==> src/rtl/eq_pkg.sv <==
// rtl/eq_pkg.sv - shared state encoding and default sizing for the EQ sequencer
package eq_pkg;

  typedef enum logic [1:0] {
    IDLE  = 2'd0,
    RUN   = 2'd1,
    DRAIN = 2'd2,
    DONE  = 2'd3
  } eq_seq_state_t;

  localparam int EQ_TAPS = 1021;
  localparam int EQ_PIPE = 3;

endpackage

==> src/rtl/eq_tap_cnt.sv <==
// rtl/eq_tap_cnt.sv - loadable up-counter with terminal-count flag for RUN/DRAIN timing
module eq_tap_cnt #(
  parameter int W = 4
) (
  input  logic         clk,
  input  logic         rst,
  input  logic         load_i,
  input  logic [W-1:0] load_val_i,
  input  logic         en_i,
  input  logic [W-1:0] term_i,
  output logic [W-1:0] cnt_o,
  output logic         tc_o
);

  logic [W-1:0] cnt_q, cnt_d;

  always_comb begin
    cnt_d = cnt_q;
    if (load_i) begin
      cnt_d = load_val_i;
    end else if (en_i) begin
      cnt_d = cnt_q + W'(1);
    end
  end

  always_ff @(posedge clk) begin
    if (rst) begin
      cnt_q <= '0;
    end else begin
      cnt_q <= cnt_d;
    end
  end

  assign cnt_o = cnt_q;
  assign tc_o  = (cnt_q == term_i);

endmodule

==> src/rtl/eq_seq_ctrl.sv <==
// rtl/eq_seq_ctrl.sv - EQ FIR pass sequencer; EQ_OVR_CNT_EN adds the dropped-sample counter ovr_cnt
module eq_seq_ctrl
  import eq_pkg::*;
#(
  parameter int TAPS = EQ_TAPS,
  parameter int PIPE = EQ_PIPE
) (
  input  logic                    clk,
  input  logic                    rst,
  input  logic                    vld,
  input  logic                    clr_ovr,
  output logic                    wrt_smpl_high,
  output logic                    wrt_smpl_low,
  output logic                    seq_high,
  output logic                    seq_low,
  output logic [$clog2(TAPS)-1:0] tap_addr,
  output logic                    out_vld,
  output logic                    busy,
  output logic                    overrun
`ifdef EQ_OVR_CNT_EN
  ,
  output logic [7:0]              ovr_cnt
`endif
);

  localparam int TAW  = $clog2(TAPS);
  localparam int CMAX = (TAPS > PIPE) ? TAPS : PIPE;
  localparam int CW   = $clog2(CMAX);

  eq_seq_state_t state_q, state_d;
  logic          phase_q, low_pass_q;
  logic          ovr_q, ovr_d;
  logic          accept, drop;
  logic          cnt_load, cnt_en, cnt_tc;
  logic [CW-1:0] cnt, term;

  // One counter serves both timed states; its terminal value follows the state.
  assign term = (state_q == RUN) ? CW'(TAPS - 1) : CW'(PIPE - 1);

  eq_tap_cnt #(.W(CW)) u_tap_cnt (
    .clk        (clk),
    .rst        (rst),
    .load_i     (cnt_load),
    .load_val_i ('0),
    .en_i       (cnt_en),
    .term_i     (term),
    .cnt_o      (cnt),
    .tc_o       (cnt_tc)
  );

  always_comb begin
    state_d  = state_q;
    accept   = 1'b0;
    drop     = 1'b0;
    cnt_load = 1'b0;
    cnt_en   = 1'b0;
    case (state_q)
      IDLE: begin
        if (vld) begin
          accept   = 1'b1;
          cnt_load = 1'b1;
          state_d  = RUN;
        end
      end
      RUN: begin
        drop = vld;
        if (cnt_tc) begin
          cnt_load = 1'b1;
          state_d  = DRAIN;
        end else begin
          cnt_en = 1'b1;
        end
      end
      DRAIN: begin
        drop = vld;
        if (cnt_tc) begin
          state_d = DONE;
        end else begin
          cnt_en = 1'b1;
        end
      end
      DONE: begin
        if (vld) begin
          accept   = 1'b1;
          cnt_load = 1'b1;
          state_d  = RUN;
        end else begin
          state_d = IDLE;
        end
      end
      default: state_d = IDLE;
    endcase
  end

  // A new drop wins over a same-cycle clear so no overrun is ever lost.
  always_comb begin
    ovr_d = ovr_q;
    if (drop) begin
      ovr_d = 1'b1;
    end else if (clr_ovr) begin
      ovr_d = 1'b0;
    end
  end

  always_ff @(posedge clk) begin
    if (rst) begin
      state_q    <= IDLE;
      phase_q    <= 1'b0;
      low_pass_q <= 1'b0;
      ovr_q      <= 1'b0;
    end else begin
      state_q <= state_d;
      ovr_q   <= ovr_d;
      if (accept) begin
        phase_q    <= ~phase_q;
        low_pass_q <= ~phase_q;
      end
    end
  end

  always_comb begin
    wrt_smpl_high = 1'b0;
    wrt_smpl_low  = 1'b0;
    seq_high      = 1'b0;
    seq_low       = 1'b0;
    tap_addr      = '0;
    out_vld       = 1'b0;
    busy          = 1'b0;
    overrun       = 1'b0;
    if (!rst) begin
      wrt_smpl_high = accept;
      wrt_smpl_low  = accept & ~phase_q;
      seq_high      = (state_q == RUN);
      seq_low       = (state_q == RUN) & low_pass_q;
      tap_addr      = (state_q == RUN) ? cnt[TAW-1:0] : '0;
      out_vld       = (state_q == DONE);
      busy          = (state_q != IDLE);
      overrun       = ovr_q;
    end
  end

`ifdef EQ_OVR_CNT_EN
  logic [7:0] ovr_cnt_q, ovr_cnt_d;

  always_comb begin
    ovr_cnt_d = ovr_cnt_q;
    if (clr_ovr) begin
      ovr_cnt_d = drop ? 8'd1 : 8'd0;
    end else if (drop && (ovr_cnt_q != 8'hff)) begin
      ovr_cnt_d = ovr_cnt_q + 8'd1;
    end
  end

  always_ff @(posedge clk) begin
    if (rst) begin
      ovr_cnt_q <= 8'd0;
    end else begin
      ovr_cnt_q <= ovr_cnt_d;
    end
  end

  assign ovr_cnt = rst ? 8'd0 : ovr_cnt_q;
`endif

endmodule

==> config.mk <==
export PLATFORM = sky130hd
export DESIGN_NAME = eq_seq_ctrl
export DESIGN_NICKNAME = d
export VERILOG_FILES = /design/src/rtl/eq_pkg.sv /design/src/rtl/eq_tap_cnt.sv /design/src/rtl/eq_seq_ctrl.sv
export SDC_FILE = /design/constraint.sdc
export NUM_CORES = 1
export LEC_CHECK = 0
export ABC_AREA = 1
export CORE_UTILIZATION = 50
export DETAILED_ROUTE_END_ITERATION = 8
export HOLD_SLACK_MARGIN = 0.06
export PLACE_DENSITY = 0.77
export SLEW_MARGIN = 5
export SYNTH_ARGS = -nofsm -noshare
export SYNTH_HDL_FRONTEND = slang
export SYNTH_SLANG_ARGS = --single-unit
==> constraint.sdc <==
create_clock -name clk -period 2.6 [get_ports clk]
set_input_delay 0.26 -clock clk [delete_from_list [all_inputs] [get_ports clk]]
set_output_delay 0.26 -clock clk [all_outputs]
set_load 0.05 [all_outputs]
; ---- Word-level counts from Yosys, hierarchy flattened
; Cells that the tools add are included.
[classes]
n_addsub = 1
n_eq_ne = 7
muxes = 24
bitwise_logic = 3
n_reduce_logical = 7
[ops]
columns = cell, n
row1 = 10-bit two-way mux, 3
row2 = 1-bit two-way mux, 16
row3 = "10-bit by 1-bit adder with 10-bit output, second input constant", 1
row4 = 10-bit == test, 1
row5 = 2-bit case mux with 4 select lines, 1
row6 = 2-bit two-way mux, 3
row7 = "2-bit != test, second input constant", 3
row8 = 2-bit OR reduction, 3
row9 = "2-bit == test, second input constant", 2
row10 = 2-bit nonzero test, 2
row11 = 3-bit AND reduction, 1
row12 = 1-bit AND, 2
row13 = "2-bit by 1-bit == test with 1-bit output, second input constant", 1
row14 = 2-bit logical NOT, 1
row15 = 1-bit case mux with 2 select lines, 1
row16 = 1-bit inverter, 1
[totals]
regBits = 14
inputBits = 4

; ---- Logic depth before layout (Yosys ltp)
; Gate-level depths: netlist of the first run.
[depth]
word_depth = 6
depth_mapped = 12

; ---- Modules after synthesis
; Synthesis of the first run repeated with hierarchy kept, for this count alone.
[hier_totals]
cells_unflattened = 194
area_unflattened_um2 = 1188.6
[modules_own_cells]
columns = mod, instances, cells_per_inst, area_each_um2, seq_area_each_um2
row1 = eq_tap_cnt, 1, 117, 743.2, 200.2
row2 = eq_seq_ctrl, 1, 77, 445.4, 80.1

; ---- Worst setup path after synthesis of the first run
; Ideal clock, no wire load.
[synth_timing]
kind = reg2out
from = register state_q[1]
to = output port seq_low
arrival_ns = 1.917
required_time_ns = 2.340
setup_slack_ns = 0.423
path_stages_with_launch = 5
cell_sequence = dfxtp_1 -> inv_1 -> ha_1 -> inv_1 -> nor3_1
[synth_via]
elab_chain_len = 3
[synth_lines]
columns = item, line
row1 = "start, declared", eq_seq_ctrl.sv:30  ; eq_seq_state_t state_q, state_d;
row2 = "start signal, assigned", eq_seq_ctrl.sv:112  ; state_q <= state_d;
row3 = 2-bit by 1-bit == test with 1-bit output, eq_seq_ctrl.sv:134  ; seq_low = (state_q == RUN) & low_pass_q;
row4 = 1-bit AND, eq_seq_ctrl.sv:134
row5 = 1-bit two-way mux, eq_seq_ctrl.sv:130  ; if (!rst) begin
row6 = "end, declared", eq_seq_ctrl.sv:15  ; output logic seq_low,
; Every way passes these cells.

; ---- Worst setup path after layout of the first run
[layout_timing]
from = register state_q[1]
to = register u_tap_cnt.cnt_q[0], in the netlist u_tap_cnt.cnt_o[0]
[layout_via]
elab_chain_len = 6
elab_cells_between_ends = 13
[layout_lines]
columns = item, line
row1 = 2-bit by 1-bit == test with 1-bit output, "eq_seq_ctrl.sv:38, eq_seq_ctrl.sv:57"
row2 = 10-bit two-way mux, eq_seq_ctrl.sv:38  ; assign term = (state_q == RUN) ? CW'(TAPS - 1) : CW'(PIPE - 1);
row3 = 10-bit == test, eq_tap_cnt.sv:35  ; assign tc_o = (cnt_q == term_i);
row4 = 1-bit two-way mux, eq_seq_ctrl.sv:67  ; if (cnt_tc) begin
row5 = 1-bit case mux with 2 select lines, eq_seq_ctrl.sv:57  ; case (state_q)
row6 = 2-bit OR reduction (no line), --
row7 = "end signal, assigned", eq_tap_cnt.sv:30  ; cnt_q <= cnt_d;
row8 = "end, declared", eq_tap_cnt.sv:15  ; logic [W-1:0] cnt_q, cnt_d;
; Parallel ways exist; a longest one is shown, timed or not.
; A chain may end at the register's enable or synchronous reset.

==> results.md, run 1 <==
* Detailed placement HPWL at about 1800 um
* Slew Limit Headroom at 0.533
* Yosys top cell area share at 0.240
* Setup violators final at 0
* Place WS at 0.481 ns
* Critical path, cell by cell: inv_1 > ha_1 > ha_1 > nor2_1 > nand2_1 > nor2_4 > nand2_4 > nand2_2 > nand2_1 > nand2_1 > inv_1 > nor2_1
* Antenna viol nets, final at 0
* Drt pass-1 iters at 4
* Root Driver: clkbuf_4
* Final Wtd Congestion at 0.810
* Total GRT Usage at 0.225
* R2R Path Start: state_q[1]
* Commonest cells post-synth: nand2_1, nor2_1, inv_1
* # IOs at 21
* Sequential element share of the synthesized area at 0.240
* Clock buffer depth at 2
* Max cap viols at 0
* Post-cts sizing count at 0
* Clock sinks at 14
* Synth Instances at 185
* Post-synth EDFFs at 0
* Leak Pwr at 0.690 nW
* Fin worst setup slack at 0.446 ns
* Status: completed
* Wire length per cell at 10.7 um
* Cell Rows at 17
* Setup TNS at 0 ns
* # diodes at 0
* FF-to-FF setup slack at around 0.45 ns
* Vias in the first global route at 978
* Cell taking the most area after synthesis: dfxtp_1
* CTS tree: done
* Pin count of the biggest net entering global routing at 21
* Fillers at 228
* Warnings, synthesis at 0
* Worst vdd ir at 0.714 mV
* Synthesized area per cell at 6.32 sq um
* Crit path to: u_tap_cnt.cnt_o[0]
* Share of layout cells above drive strength 1 at 0.171
* Power Density at roughly 740 mW/mm^2
* WP data required at between 2 and 3 ns
* Crit path time final at 2.15 ns
* Hold Path Stages at 2
* Layout area overhead at 17.1%
* Critical Path Source: state_q[1]
* Clock transition at the registers of the reported paths at 0.09 ns
* Netlist Area Pre-Place at 0.00117 sq mm
* Count leader, synth: nand2_1
* Chip Width at ~50 um
* H-tree depth at 1
* Crit. End Element: flop
* Post-route DRC at 0
* Final hold vios at 0
* DRT Wirelength at 2490 um
* CP max-delay cell: ha_1
* Hold WC Path Type: flop to flop
* Post-CTS Hold Buffers at 0
* Top FF cell, synth: dfxtp_1
* Async SR Flop Fraction at 0
* Initial Utilization at 0.529
* Register-to-Register Path Depth at 12
* Num CTS Buffers at 3
* Crit Reg-Reg Endpoint: u_tap_cnt.cnt_o[0]
* Register bit total from synthesis at 14
* Clock latency at the later pin of the worst-skew pair at 0.28 ns
* Die area at 0.00254 sq mm
* Chip height at 50.4 um
* First-pass GRT wire length at 4390 um
* Mapped Nets at 204
* Distinct cells, synth at 23
* Post-DR vias/cell at 4.85
* GRT overflow at 0
* Via Count at 1130
* Final period utilization at 0.828
* Clock Skews at roughly 0.0047 ns
* CP Max Fanout at 17
* Setup CP Type: flop to flop
* CP Launch Type: flop
* Unrepaired setup endpoints after global routing: no
* Port bufs at 20
* Max Slew Vio Count at 0
* Net count, final at 225
* Total power at 1.02 mW
* Top post-synthesis cells by area: dfxtp_1, ha_1, nand2_1
* CORE AREA at roughly 0.0022 sq mm
* Post-CTS setup repair buffer count at 0
* CP most frequent cell: nand2_1
* Initial antenna violation count at 0
* Worst-margin pin slew at 0.699 ns
* Arrival @ worst endpoint at 2.37 ns
* Worst path max stage delay at 0.44 ns
* Fmax at 464 MHz
* Initial drt markers at 15
[critical path, delay by kind of cell, from the launching register on]
| kind | cells | cell delay (ns) |
|---|---|---|
| flip-flops | 1 | 0.37 |
| adder cells (fa/ha/maj) | 2 | 0.76 |
| AND/OR/NAND/NOR | 8 | 0.81 |
| buffers and inverters | 2 | 0.15 |
[through the flow]
step	instances	hold WS [ns]	area, sq um	util
global placement	229	0.445	1330	0.603
CTS	233	0.473	1370	0.619
global route	233	0.500	1370	0.619
detailed placement	229	0.458	1330	0.603
floorplan	185	0.360	1170	-
finish	233	0.471	1370	0.619
[layout make-up]
type | count | area, sq um | area share
multi-input combinational | 132 | 726 | 0.530
tap | 28 | 35.0 | 0.0256
timing repair buffer | 21 | 165 | 0.121
sequential | 14 | 280 | 0.205
clock buffer | 4 | 36.3 | 0.0265
inverter | 34 | 128 | 0.0932
[worst min-delay path by stage]
| stage | to | startpoint | slack [ns] |
|---|---|---|---|
| after floorplan | ovr_q | clr_ovr | 0.36 |
| after global placement | ovr_q | ovr_q | 0.44 |
| after detailed placement | ovr_q | ovr_q | 0.46 |
| after CTS | ovr_q | ovr_q | 0.47 |
| after global routing | ovr_q | ovr_q | 0.50 |
| final | ovr_q | ovr_q | 0.47 |
[logic make-up (layout without fill, tap and decap cells)]
logic type | count (synthesis) | in the layout | synth area share
buffers and inverters | 39 | 59 | 0.140
flip-flops | 14 | 14 | 0.240
adder cells (fa/ha/maj) | 15 | 15 | 0.160
AND/OR/NAND/NOR | 110 | 110 | 0.425
AO/OA/AOI/OAI | 6 | 6 | 0.0278
XOR/XNOR | 1 | 1 | 0.00749
[report_power, final]
group / switching [mW] / leakage (nW) / internal, mW
sequential: 0.0296 / 0.114 / 0.244
combinational: 0.395 / 0.555 / 0.185
clock: 0.0771 / 0.0210 / 0.0852
total: 0.502 / 0.690 / 0.515
[cell usage in the layout, fill, tap and decap left out, types with 3 or more instances in the layout]
cell type and instances:
nand2_1 39, nor2_1 34, inv_1 33, buf_4 18, ha_1 15, nand3_1 14, dfxtp_1 14, nand2_2 5
nand4_1 5, nor2_2 4, nor3_1 3, a21oi_1 3, clkbuf_4 3, clkdlybuf4s50_1 3
[metal layers]
| metal | vias to the layer above | wire length [um] | GRT usage |
|---|---|---|---|
| li1 | 604 | - | - |
| met1 | 510 | 1260 | 0.320 |
| met2 | 14 | 1160 | 0.353 |
| met3 | 2 | 58 | 0.0273 |
| met4 | 0 | 14 | 0.0694 |
| met5 | - | 0 | 0 |
[flip-flops by register name, summed over array words and instances (netlist names)]
signal	cells
u_tap_cnt.cnt_o	10
state_q	2
low_pass_q	1
ovr_q	1
Note: power is estimated with default switching activity, not from simulation.
==> run 2: changes to the inputs <==
--- a/config.mk
+++ b/config.mk
@@ -6,10 +6,10 @@
 export NUM_CORES = 1
 export LEC_CHECK = 0
 export ABC_AREA = 1
-export CORE_UTILIZATION = 50
+export CORE_UTILIZATION = 47
 export DETAILED_ROUTE_END_ITERATION = 8
 export HOLD_SLACK_MARGIN = 0.06
-export PLACE_DENSITY = 0.77
+export PLACE_DENSITY = 0.75
 export SLEW_MARGIN = 5
 export SYNTH_ARGS = -nofsm -noshare
 export SYNTH_HDL_FRONTEND = slang
==> constraint.sdc (replaced) <==
create_clock -name clk -period 1.9 [get_ports clk]
set_input_delay 0.19 -clock clk [delete_from_list [all_inputs] [get_ports clk]]
set_output_delay 0.19 -clock clk [all_outputs]
set_load 0.05 [all_outputs]
==> run 2 against run 1 <==
Compared with the run above: the run now ends with negative setup slack left; sequential power up 33%; worst hold slack worse by 0.015 ns; clock skew increased by 0.0046 ns; core utilization rose by 15 points; critical path depth is 1 lower; highest routed layer unchanged.
==> results.md, run 2 (synthesis gave the netlist of run 1 again) <==
* Status: complete, but fails checks
* Failing checks: negative setup slack
* Initial drt markers at 44
* Initial antenna violation count at 0
* Root Driver: clkbuf_4
* Final Wtd Congestion at 0.821
* Cell Int Power at slightly above 0.9 mW
* CP max-delay cell: dfxtp_2
* Clock sinks at 14
* Cell Rows at 17
* Chip height at 51.9 um
* Clk pwr share at 0.132
* Vias in the first global route at between 1k and 1.5k
* Sw Pwr at between 0.8 and 0.9 mW
* Total power at around 1.8 mW
* Clock buffer depth at 2
* # IOs at 21
* H-tree depth at 1
* Post-route DRC at 0
* Sequential power share at 0.202
* First-pass GRT wire length at 4830 um
* Buf/Inv on CP at 1
* Total GRT Usage at 0.242
* Crit. End Element: flop
* Initial Utilization at 0.514
* CORE AREA at 0.00228 sq mm
* Antenna viol nets, final at 0
* Net count, final at 235
* Worst vdd ir at approximately 0.8 mV
* Drt pass-1 iters at 5
* Fin worst setup slack at -0.0139 ns
* Max reg flops at 10
* Final Non-Filler Cells at 243
* Post-CTS Hold Buffers at 0
* Unrepaired setup endpoints after global routing: yes
* Arrival @ worst endpoint at around 2.1 ns
* DR WL met2 at 1710 um
* FF-to-FF setup slack at -0.01 ns
* Sw frac at 0.494
* DRT Wirelength at around 3300 um
* Pin count of the biggest net entering global routing at 19
* Layout area overhead at 50.3%
* Place WS at -0.111 ns
* Crit path time final at 1.91 ns
* Largest delay share family, worst path: simple AND/OR/NAND/NOR gates
* WP data required at 2.11 ns
* Port bufs at 20
* Fmax at around 520 MHz
* Power Density at 1020 mW/mm^2
* Final period utilization at 1.01
* Setup CP Type: flop to flop
* Post-DP Area at about 0.0016 sq mm
* Setup violators final at 2
* Hold WC Path Type: primary input to flop
* Non-Filler Cell Area, Final at 0.00176 sq mm
* Commonest cells after routing, fill and taps aside: nand2_1, inv_1, nor2_1, buf_12
* CP Launch Type: flop
* Final Core Density at 0.772
* Die area at 0.00269 sq mm
* Num CTS Buffers at 3
* Clock transition at the registers of the reported paths at 0.10 ns
* Clock latency at the later pin of the worst-skew pair at ~0.31 ns
* Logic pwr share at 0.666
* Share of layout cells above drive strength 1 at 0.270
* Clock Skews at ~0.0093 ns
* Final hold vios at 0
* CP most frequent cell: nand2_1
* Leak Pwr at around 0.80 nW
* Fillers at approximately 140
* Detailed placement HPWL at between 2000 and 2500 um
* Top routing layer used: met4
* Placed insts at 234
* Max cap viols at 0
* Max Slew Vio Count at 0
* Slew Limit Headroom at 0.760
* Worst path max stage delay at 0.33 ns
* Commonest non-fill, non-tap cell in the layout: nand2_1
* Via Count at 1252
* Wire length on met3 at 152 um
* CTS tree: done
* Wire length per cell at 13.7 um
* CP Max Fanout at 10
* Worst-margin pin slew at 0.357 ns
* Post-DR vias/cell at roughly 5.2
* Chip Width at 51.9 um
* Critical path, cell by cell: buf_4 > ha_4 > ha_1 > nor2_1 > nand2_1 > nor2_4 > nand2_8 > nand2_1 > nand3b_1 > nand2_1 > nor2_1
* # diodes at 0
* Metal-1 WL at 1410 um
* GRT overflow at 0
run 2: stage by stage:
stage               hold WS [ns]  setup TNS [ns]
floorplan                  0.290          -0.413
global placement           0.446          -0.153
detailed placement         0.457           -1.08
CTS                        0.454        -0.00396
global route               0.455           -1.26
finish                     0.457         -0.0197
run 2: layout make-up:
cell class | count | area (sq um) | share of cell area
Multi-Input combinational cell | 134 | 835 | 0.475
Clock buffer | 4 | 36.3 | 0.0206
Sequential cell | 14 | 283 | 0.161
Inverter | 34 | 128 | 0.0726
Tap cell | 28 | 35.0 | 0.0199
Timing Repair Buffer | 29 | 442 | 0.251
run 2: power groups by stage:
stage	sequential, mW	clock, mW	combinational, mW
floorplan	0.370	0	0.660
CTS	0.360	0.239	0.931
global route	0.369	0.254	1.30
detailed placement	0.366	0	0.923
finish	0.364	0.237	1.20
global placement	0.364	0	0.885
run 2: metal layers:
layer / global-route usage / vias up
met5: 0 / -
met4: 0.0901 / 0
met3: 0.0673 / 7
met2: 0.419 / 45
met1: 0.280 / 572
li1: - / 628
run 2: path summary, 6_finish.rpt:
path | from | cells past startpoint | to
setup / recovery | state_q[0] | 11 | state_q[1]
hold / removal | clr_ovr | 2 | ovr_q
setup reg to reg | state_q[0] | 11 | state_q[1]
hold reg to reg | ovr_q | 2 | ovr_q
run 2: what timing repair did:
action | in CTS | in global routing
setup buffers | 0 | 3
resized for setup | 1 | 21
cloned | 0 | 2
endpoints found under the hold margin | 0 | 0
setup endpoints to repair | 20 | 18
pin swaps | 0 | 3
run 2: worst register-to-register path: cells and delay by family, from the launching register on:
family	cells	cell delay, ns
DFF	1	0.33
buffers and inverters	1	0.13
adders and majority gates	2	0.48
and+or+nand+nor	8	0.88
==> run 3: changes to the inputs <==
--- a/config.mk
+++ b/config.mk
@@ -6,10 +6,11 @@
 export NUM_CORES = 1
 export LEC_CHECK = 0
 export ABC_AREA = 1
+export CAP_MARGIN = 10
 export CORE_UTILIZATION = 47
 export DETAILED_ROUTE_END_ITERATION = 8
 export HOLD_SLACK_MARGIN = 0.06
-export PLACE_DENSITY = 0.75
+export PLACE_DENSITY = 0.77
 export SLEW_MARGIN = 5
 export SYNTH_ARGS = -nofsm -noshare
 export SYNTH_HDL_FRONTEND = slang
==> run 3 against run 2 <==
Compared with the run above: the run still ends with negative setup slack left; power rose by 20%; largest cell class unchanged; core utilization rose by 8.2 points; largest power group unchanged; first-iteration DRC count is 100% higher; count of clock-buffer cells in the layout is the same; sequential share of layout area fell by 1.4 points.
==> results.md, run 3 (synthesis gave the netlist of run 1 again) <==
* Status: complete, but fails checks
* Failing checks: negative setup slack
* Crit. End Element: flop
* Hold WC Path Type: primary input to flop
* CORE AREA at 0.00228 sq mm
* Clock buffer depth at 2
* FF-to-FF setup slack at -0.08 ns
* Num CTS Buffers at 3
* Fin worst setup slack at -0.0769 ns
* Max reg flops at 10
* Slew Limit Headroom at 0.686
* Final Wtd Congestion at 0.849
* Placed insts at 234
* Setup violators final at 10
* Max cap viols at 0
* Layout area overhead at 66.2%
* Worst vdd ir at 0.989 mV
* Root Driver: clkbuf_4
* Fmax at 506 MHz
* Pin count of the biggest net entering global routing at 19
* Leak Pwr at 0.837 nW
* Fillers at roughly 120
* Clock transition at the registers of the reported paths at ~0.090 ns
* Final Non-Filler Cells at 248
* Initial Utilization at 0.514
* R2R Path Start: state_q[1]
* Worst min-delay path startpoint: clr_ovr
* Total power at 2.17 mW
* Arrival @ worst endpoint at 2.15 ns
* Wire length per cell at 16.3 um
* Hold Path Stages at 2
* WP data required at 2.08 ns
* CP Max Fanout at 6
* H-tree depth at 1
* Final Core Density at 0.854
* CP max-delay cell: dfxtp_2
* Via Count at 1393
* Vias in the first global route at 1155
* Clock sinks at 14
* Final hold vios at 0
* Net count, final at 240
* Chip height at ~52 um
* Commonest cells after routing, fill and taps aside: nand2_1, inv_1, nor2_1, buf_12, nand3_1
* Crit path time final at 1.98 ns
* Die area at 0.00269 sq mm
* # IOs at 21
* Buf/Inv on CP at 3
* Worst-margin pin slew at 0.470 ns
* CTS tree: done
* Setup CP Type: flop to flop
* Initial drt markers at 90
* DRT Wirelength at ~4000 um
* Clock latency at the later pin of the worst-skew pair at 0.28 ns
* # diodes at 0
* Post-CTS Hold Buffers at 0
* Post-route DRC at 0
* Post-DR vias/cell at 5.62
* Max Slew Vio Count at 0
* Power Density at 1110 mW/mm^2
* First-pass GRT wire length at 4800 um
* Worst path max stage delay at 0.34 ns
* Antenna viol nets, final at 0
* Drt pass-1 iters at 4
* Unrepaired setup endpoints after global routing: yes
* Commonest non-fill, non-tap cell in the layout: nand2_1
* Detailed placement HPWL at 2230 um
* Crit Reg-Reg Endpoint: u_tap_cnt.cnt_o[6]
* GRT overflow at 0
* Port bufs at 20
* Cell Rows at 17
* Critical path, cell by cell: inv_2 > ha_4 > buf_6 > buf_6 > ha_4 > nand2_4 > nor2_4 > nand3_2 > nand2_2 > nand2_4 > nand2_8 > nor2_4
* Largest delay share family, worst path: simple AND/OR/NAND/NOR gates
* Final period utilization at 1.04
* Register-to-Register Path Depth at 12
* Clock Skews at 0.00439 ns
* Total GRT Usage at 0.238
* Chip Width at 51.9 um
* CP Launch Type: flop
* Share of layout cells above drive strength 1 at 0.386
* Initial antenna violation count at 0
* Worst Hold End: ovr_q
## run 3: per-stage QoR
stage	worst slack [ns]	area (sq um)	hold WS [ns]	TNS, ns
global placement	-0.00960	1590	0.449	-0.0214
floorplan	-0.207	1170	0.290	-0.413
CTS	-0.00636	1630	0.468	-0.0164
finish	-0.0769	1940	0.470	-0.549
global route	-0.134	1940	0.501	-1.20
detailed placement	-0.128	1590	0.458	-1.32
## run 3: per-layer routing
metal  global-route usage  share of wire  routed length, um  vias up
li1                     -              -                  -      645
met1                0.290           0.41               1650      646
met2                0.434           0.49               1970       82
met3               0.0175          0.074                300       20
met4               0.0811          0.030                121        0
met5                    0              0                  0        -
## run 3: what timing repair did
item | in CTS | in global routing
pin swaps | 0 | 18
setup endpoints to repair | 17 | 16
buffers inserted | 0 | 7
cloned | 0 | 3
resized for setup | 2 | 59
## run 3: worst max-delay path by stage
stage | to | cells past startpoint | slack (ns) | start
after floorplan | seq_low | 4 | -0.21 | state_q[1]
after global placement | u_tap_cnt.cnt_o[2] | 12 | -0.01 | state_q[1]
after detailed placement | u_tap_cnt.cnt_o[6] | 11 | -0.13 | state_q[1]
after CTS | u_tap_cnt.cnt_o[1] | 12 | -0.006 | state_q[1]
after global routing | u_tap_cnt.cnt_o[6] | 12 | -0.13 | state_q[1]
final | u_tap_cnt.cnt_o[6] | 12 | -0.08 | state_q[1]
## run 3: worst reg2reg max path: cells and delay by family (launching register included)
kind	cells	cell delay, ns
AND/OR/NAND/NOR	7	0.79
flip-flops	1	0.34
buffers and inverters	3	0.31
adder cells (fa/ha/maj)	2	0.45
## run 3: area by class of cell
cell class                      count  area [sq um]  share of cell area
Multi-Input combinational cell    135           965               0.496
Timing Repair Buffer               33           495               0.255
Sequential cell                    14           285               0.147
Inverter                           34           128              0.0656
Clock buffer                        4          36.3              0.0187
Tap cell                           28          35.0              0.0180
## run 3: where the power goes
part / switching [mW] / total, mW / leakage [nW] / internal, mW
Sequential: 0.0356 / 0.376 / 0.115 / 0.340
Clock: 0.103 / 0.220 / 0.0210 / 0.116
Combinational: 0.908 / 1.57 / 0.701 / 0.663
Total: 1.05 / 2.17 / 0.837 / 1.12
